**config.mk**
```make
export PLATFORM = sky130hd
export DESIGN_NAME = mmio_bus_ctrl
export DESIGN_NICKNAME = d
export VERILOG_FILES = /design/src/rtl/mmio_bus_ctrl.sv
export SDC_FILE = /design/constraint.sdc
export NUM_CORES = 1
export LEC_CHECK = 0
export CAP_MARGIN = 10
export CORE_MARGIN = 1.5
export CORE_UTILIZATION = 47
export CTS_BUF_LIST = sky130_fd_sc_hd__clkbuf_4
export DETAILED_ROUTE_END_ITERATION = 8
export GPL_ROUTABILITY_DRIVEN = 0
export GPL_TIMING_DRIVEN = 0
export PLACE_DENSITY = 0.89
export SLEW_MARGIN = 10
export SYNTH_ARGS = -nofsm -noshare
export SYNTH_HDL_FRONTEND = slang
export SYNTH_SLANG_ARGS = --single-unit
export TNS_END_PERCENT = 20
```
**constraint.sdc**
```tcl
create_clock -name clk -period 2.9 [get_ports clk]
set_input_delay 0.58 -clock clk [delete_from_list [all_inputs] [get_ports clk]]
set_output_delay 0.58 -clock clk [all_outputs]
set_load 0.01 [all_outputs]
```
**src/rtl/mmio_bus_ctrl.sv**
```systemverilog
// Memory-mapped bus controller: CPU <-> synchronous RAM, output port registers, synchronised input ports.
// Optional `define MMIO_IRQ_EN adds an irq output and a read-to-clear edge status register at IN_BASE+8'h10.
module mmio_bus_ctrl #(
  parameter int ADDR_W = 9,
  parameter int DATA_W = 16,
  parameter int RAM_AW = 8,
  parameter int PORT_W = 8,
  parameter int N_OUT  = 2,
  parameter int N_IN   = 2,
  parameter logic [ADDR_W-1:0] OUT_BASE = 9'h100,
  parameter logic [ADDR_W-1:0] IN_BASE  = 9'h140
) (
  input  logic                     clk,
  input  logic                     reset,
  input  logic [1:0]               mem_cmd,
  input  logic [ADDR_W-1:0]        mem_addr,
  input  logic [DATA_W-1:0]        write_data,
  output logic [DATA_W-1:0]        read_data,
  output logic                     mem_ready,
  output logic                     bus_err,
  output logic [RAM_AW-1:0]        ram_addr,
  output logic                     ram_write,
  output logic [DATA_W-1:0]        ram_din,
  input  logic [DATA_W-1:0]        ram_dout,
  input  logic [N_IN*PORT_W-1:0]   in_ports,
`ifdef MMIO_IRQ_EN
  output logic                     irq,
`endif
  output logic [N_OUT*PORT_W-1:0]  out_ports
);

  // state    | meaning
  // IDLE     | waiting for MREAD/MWRITE; accepts on the clock edge
  // RAM_WAIT | RAM read in flight, ram_dout captured on exit
  // RESP     | mem_ready (and bus_err if unmapped) for this one cycle
  typedef enum logic [1:0] {IDLE, RAM_WAIT, RESP} state_t;

  localparam logic [1:0] CMD_READ  = 2'b01;
  localparam logic [1:0] CMD_WRITE = 2'b10;

  state_t state, state_nxt;

  logic                    is_read, is_write, accept;
  logic                    ram_hit, status_hit, unmapped;
  logic [N_OUT-1:0]        out_sel;
  logic [N_IN-1:0]         in_sel;
  logic [DATA_W-1:0]       io_rdata;
  logic                    err_q;
  logic [N_OUT*PORT_W-1:0] out_q;
  logic [N_IN*PORT_W-1:0]  sync1, in_sync;
  logic [PORT_W-1:0]       status_val;

  assign is_read  = (mem_cmd == CMD_READ);
  assign is_write = (mem_cmd == CMD_WRITE);
  assign accept   = (state == IDLE) && (is_read || is_write);

  assign ram_addr  = mem_addr[RAM_AW-1:0];
  assign ram_din   = write_data;
  // Gated by reset so an aborted write never strobes the RAM while reset is held.
  assign ram_write = reset && (state == IDLE) && is_write && ram_hit;
  assign out_ports = out_q;

  // Exclusive decode: RAM, then output ports, then input ports, then status.
  always_comb begin
    ram_hit    = ~mem_addr[ADDR_W-1];
    out_sel    = '0;
    in_sel     = '0;
    status_hit = 1'b0;
    if (!ram_hit) begin
      for (int i = 0; i < N_OUT; i++) begin
        if (mem_addr == OUT_BASE + ADDR_W'(i)) out_sel[i] = 1'b1;
      end
      if (out_sel == '0) begin
        for (int i = 0; i < N_IN; i++) begin
          if (mem_addr == IN_BASE + ADDR_W'(i)) in_sel[i] = 1'b1;
        end
      end
`ifdef MMIO_IRQ_EN
      if (out_sel == '0 && in_sel == '0 && mem_addr == IN_BASE + ADDR_W'(8'h10))
        status_hit = 1'b1;
`endif
    end
    unmapped = !ram_hit && (out_sel == '0) && (in_sel == '0) && !status_hit;
  end

  // Selects are one-hot, so the read mux is an OR of gated sources; unmapped reads give zero.
  always_comb begin
    io_rdata = '0;
    for (int i = 0; i < N_OUT; i++) begin
      if (out_sel[i]) io_rdata = io_rdata | DATA_W'(out_q[i*PORT_W +: PORT_W]);
    end
    for (int i = 0; i < N_IN; i++) begin
      if (in_sel[i]) io_rdata = io_rdata | DATA_W'(in_sync[i*PORT_W +: PORT_W]);
    end
    if (status_hit) io_rdata = io_rdata | DATA_W'(status_val);
  end

  always_ff @(posedge clk or negedge reset) begin
    if (!reset) state <= IDLE;
    else        state <= state_nxt;
  end

  always_comb begin
    state_nxt = state;
    mem_ready = 1'b0;
    bus_err   = 1'b0;
    unique case (state)
      IDLE:     if (accept) state_nxt = (is_read && ram_hit) ? RAM_WAIT : RESP;
      RAM_WAIT: state_nxt = RESP;
      RESP: begin
        mem_ready = 1'b1;
        bus_err   = err_q;
        state_nxt = IDLE;
      end
      default:  state_nxt = IDLE;
    endcase
  end

  always_ff @(posedge clk or negedge reset) begin
    if (!reset) begin
      read_data <= '0;
      out_q     <= '0;
      err_q     <= 1'b0;
    end else begin
      if (accept) begin
        err_q <= unmapped;
        if (is_write) begin
          for (int i = 0; i < N_OUT; i++) begin
            if (out_sel[i]) out_q[i*PORT_W +: PORT_W] <= write_data[PORT_W-1:0];
          end
        end
        if (is_read && !ram_hit) read_data <= io_rdata;
      end
      if (state == RAM_WAIT) read_data <= ram_dout;
    end
  end

  always_ff @(posedge clk or negedge reset) begin
    if (!reset) begin
      sync1   <= '0;
      in_sync <= '0;
    end else begin
      sync1   <= in_ports;
      in_sync <= sync1;
    end
  end

`ifdef MMIO_IRQ_EN
  logic [PORT_W-1:0] prev0, pending, rise;
  logic              status_clr;

  assign rise       = in_sync[PORT_W-1:0] & ~prev0;
  assign status_clr = accept && is_read && status_hit;
  assign status_val = pending;
  assign irq        = |pending;

  // A rise in the clearing cycle is ORed in after the clear so it is not lost.
  always_ff @(posedge clk or negedge reset) begin
    if (!reset) begin
      prev0   <= '0;
      pending <= '0;
    end else begin
      prev0   <= in_sync[PORT_W-1:0];
      pending <= (status_clr ? '0 : pending) | rise;
    end
  end
`else
  assign status_val = '0;
`endif

endmodule
```
==> reports/qor.yml <==
status: "finished, final reports clean"
ff2ff_path_depth: 3
drtPass1Iterations: 4
endpoint_kind: "primary output"
clkSinkCount: 67
max_cap_viol_count: 0
power.total_uw: 2106
clock_tree.buffer_depth: 2
synth_cells: 212
finalSetupViolations: 0
synth_edf_count: 0
cts_tree: "built"
die-area_um2: 6283
hp-class: "in2async"
min_period_over_period: 0.9332
drt-total-wl_um: 6378
p_clk_frac: 0.245
synth_cell_type_count: 30
grt_overflow: 0
synth_area_leaders: "dfrtp_1 61%, buf_4 6.6%, mux2_2 6.2%"
portBuffers: 110
yosys_most_used_dff: "dfrtp_1"
synthArstFlopShare: 1.000
via_per_inst: 5.071
dp_hpwl_um: 4644
power.density_nw_per_um2: 521.5
r2r_slack_ns: 1.06
die_h_um: 79.27
fin_skew_ns: 0.006640
critical_path_arrival_ns: 2.13
cp.required_ns: 2.32
gr-usage-all-layers: 0.2235
antenna_found_initial: 0
ir_drop_uv: 384.7
internal_power_uw: 1549
antenna_cells: 0
cts_max_level: 3
switching_share: 0.2647
synth_most_common_cell: "dfrtp_1"
synth_top_cell_area_share: 0.6133
fin_util: 0.7246
rsz0062_at_grt: "no"
io_pins: 120
grt_max_degree: 69
crit_type: "in2out"
synth_commonest_cells: "67 x dfrtp_1, 24 x buf_4, 16 x mux2i_1"
clkTransAtPathRegs_ns: 0.09
grt_pass1_vias: 2062
timing.hold.ws_ns: 0.1681
power.switching_uw: 557.4
r2r-end: "out_ports[15]"
final_nets: 396
yosys.area.top_type: "dfrtp_1"
yosys_warnings: 0
worstMarginPinSlew_ns: 0.6836
avgSynthCellArea_um2: 12.90
slew_viol_final: 0
p_leak_uw: 0.001815
power.share.sequential: 0.514
rows: 27
cp_max_fo: 3
synth.net_count: 275
drive_gt1_frac: 0.1893
cts.hold.buffers_added: 0
die_w_um: 79.27
start_kind: "primary input"
first_iter_violations: 96
maxSlewHeadroom: 0.5442
routedWlPerCell_um: 15.56
antenna_left: 0
drcViolationCount: 0
ys_seq_area_frac: 0.6133
core_um2: 5574
p_comb_frac: 0.241
vias: 2079
cts_made_buffers: 9
fmax_ghz: 0.3695
clk_latency_ns: 0.39
syn_area_um2: 2734
ys_ff_latch: 67
area_delta_synth_final_pct: 47.73
final-hold-violation-count: 0
grt_pass1_wl_um: 10220
start_util: 0.4905
reg2reg_from: "state[0]"
cts-root-buf: "clkbuf_4"
period_minus_slack_ns: 2.706
## flip-flops by register name, summed over array words and instances (netlist names)
register,cells
in_sync,16
state,2
read_data,16
out_ports,16
sync1,16
err_q,1
## through the flow
step	TNS [ns]	setup WS, ns	std cells	cell area, um2
2_1_floorplan	0	0.9106	212	2734
3_3_place_gp	-53.05	-1.730	394	3925
3_5_place_dp	0	0.07365	394	3923
4_1_cts	0	0.1635	410	4035
5_1_grt	0	0.02592	410	4039
6_report	0	0.1937	410	4039
## cell type report
class                      count  area [um2]
multi-input combinational    109       822.0
fill                         397        1535
tap                           72       90.09
timing repair buffer         110        1102
sequential                    67        1677
buffer                        30       212.7
clock buffer                  13       97.59
inverter                       6       22.52
clock inverter                 3       15.01
## layer usage
| layer | share of wire | up-vias | wire length (um) | track usage |
|---|---|---|---|---|
| met5 | 0 | - | 0 | 0 |
| met4 | 0.018 | 0 | 112 | 0.08246 |
| met3 | 0.085 | 14 | 543 | 0.07471 |
| met2 | 0.51 | 102 | 3225 | 0.3675 |
| met1 | 0.39 | 991 | 2496 | 0.2741 |
| li1 | - | 972 | - | - |
## logic make-up after synthesis
family,count (synthesis),synth area share
compound gates,36,0.08559
simple gates,39,0.08147
fa+ha+maj,2,0.009152
buf+inv,36,0.08604
mux,32,0.1245
flops,67,0.6133
## critical path: stages
cell and delay (ns):
clkdlybuf4s50_1 0.43, inv_1 0.07, ha_1 0.20, nand2_1 0.06, nor4_1 0.20, clkdlybuf4s50_1 0.58
## how the worst max path moves through the flow
| stage | start | depth (start not counted) | endpoint |
|---|---|---|---|
| final | mem_cmd[0] | 6 | ram_write |
| after global routing | mem_cmd[0] | 6 | ram_write |
| after CTS | reset | 4 | ram_write |
| after floorplan | mem_cmd[0] | 5 | out_ports[15] |
| after global placement | reset | 4 | ram_write |
| after detailed placement | mem_cmd[0] | 6 | out_ports[7] |
## layout by cell type, fill, tap and decap left out
cell type / netlist / layout
nor4_1: 1 / 1
clkdlybuf4s50_1: 0 / 109
nand3_1: 1 / 1
a21o_1: 1 / 1
o21ai_0: 8 / 8
ha_1: 2 / 2
nor4_4: 1 / 1
buf_2: 2 / 2
mux2_1: 1 / 1
inv_1: 6 / 6
nand3b_1: 1 / 1
dfrtp_1: 67 / 67
buf_4: 24 / 24
nand2b_1: 1 / 1
a31oi_1: 8 / 8
clkbuf_1: 3 / 3
clkbuf_4: 0 / 13
nor3b_1: 1 / 1
buf_6: 1 / 2
nor3_4: 1 / 1
nand2_1: 12 / 12
and4_1: 1 / 1
a21oi_1: 2 / 2
nor2b_1: 2 / 2
or4_4: 1 / 1
nand3_2: 2 / 2
a22o_1: 8 / 8
o22ai_1: 9 / 9
clkinv_2: 0 / 3
mux2_2: 15 / 15
nor3_1: 2 / 2
mux2i_1: 16 / 16
nor2_1: 12 / 12
## power by group through the flow
stage | clock network, uW | registers (uW) | logic, uW
floorplan | 0 | 1130 | 158
global placement | 0 | 1100 | 498
detailed placement | 0 | 1100 | 509
CTS | 528 | 1080 | 511
global route | 582 | 1090 | 550
finish | 516 | 1080 | 507
## timing repair
item                                    4_1_cts  5_1_grt
buffers inserted                              0        0
endpoints found under the setup margin        0        1
resized for setup                             0        1
No activity file was read; power rests on OpenSTA's default activity.
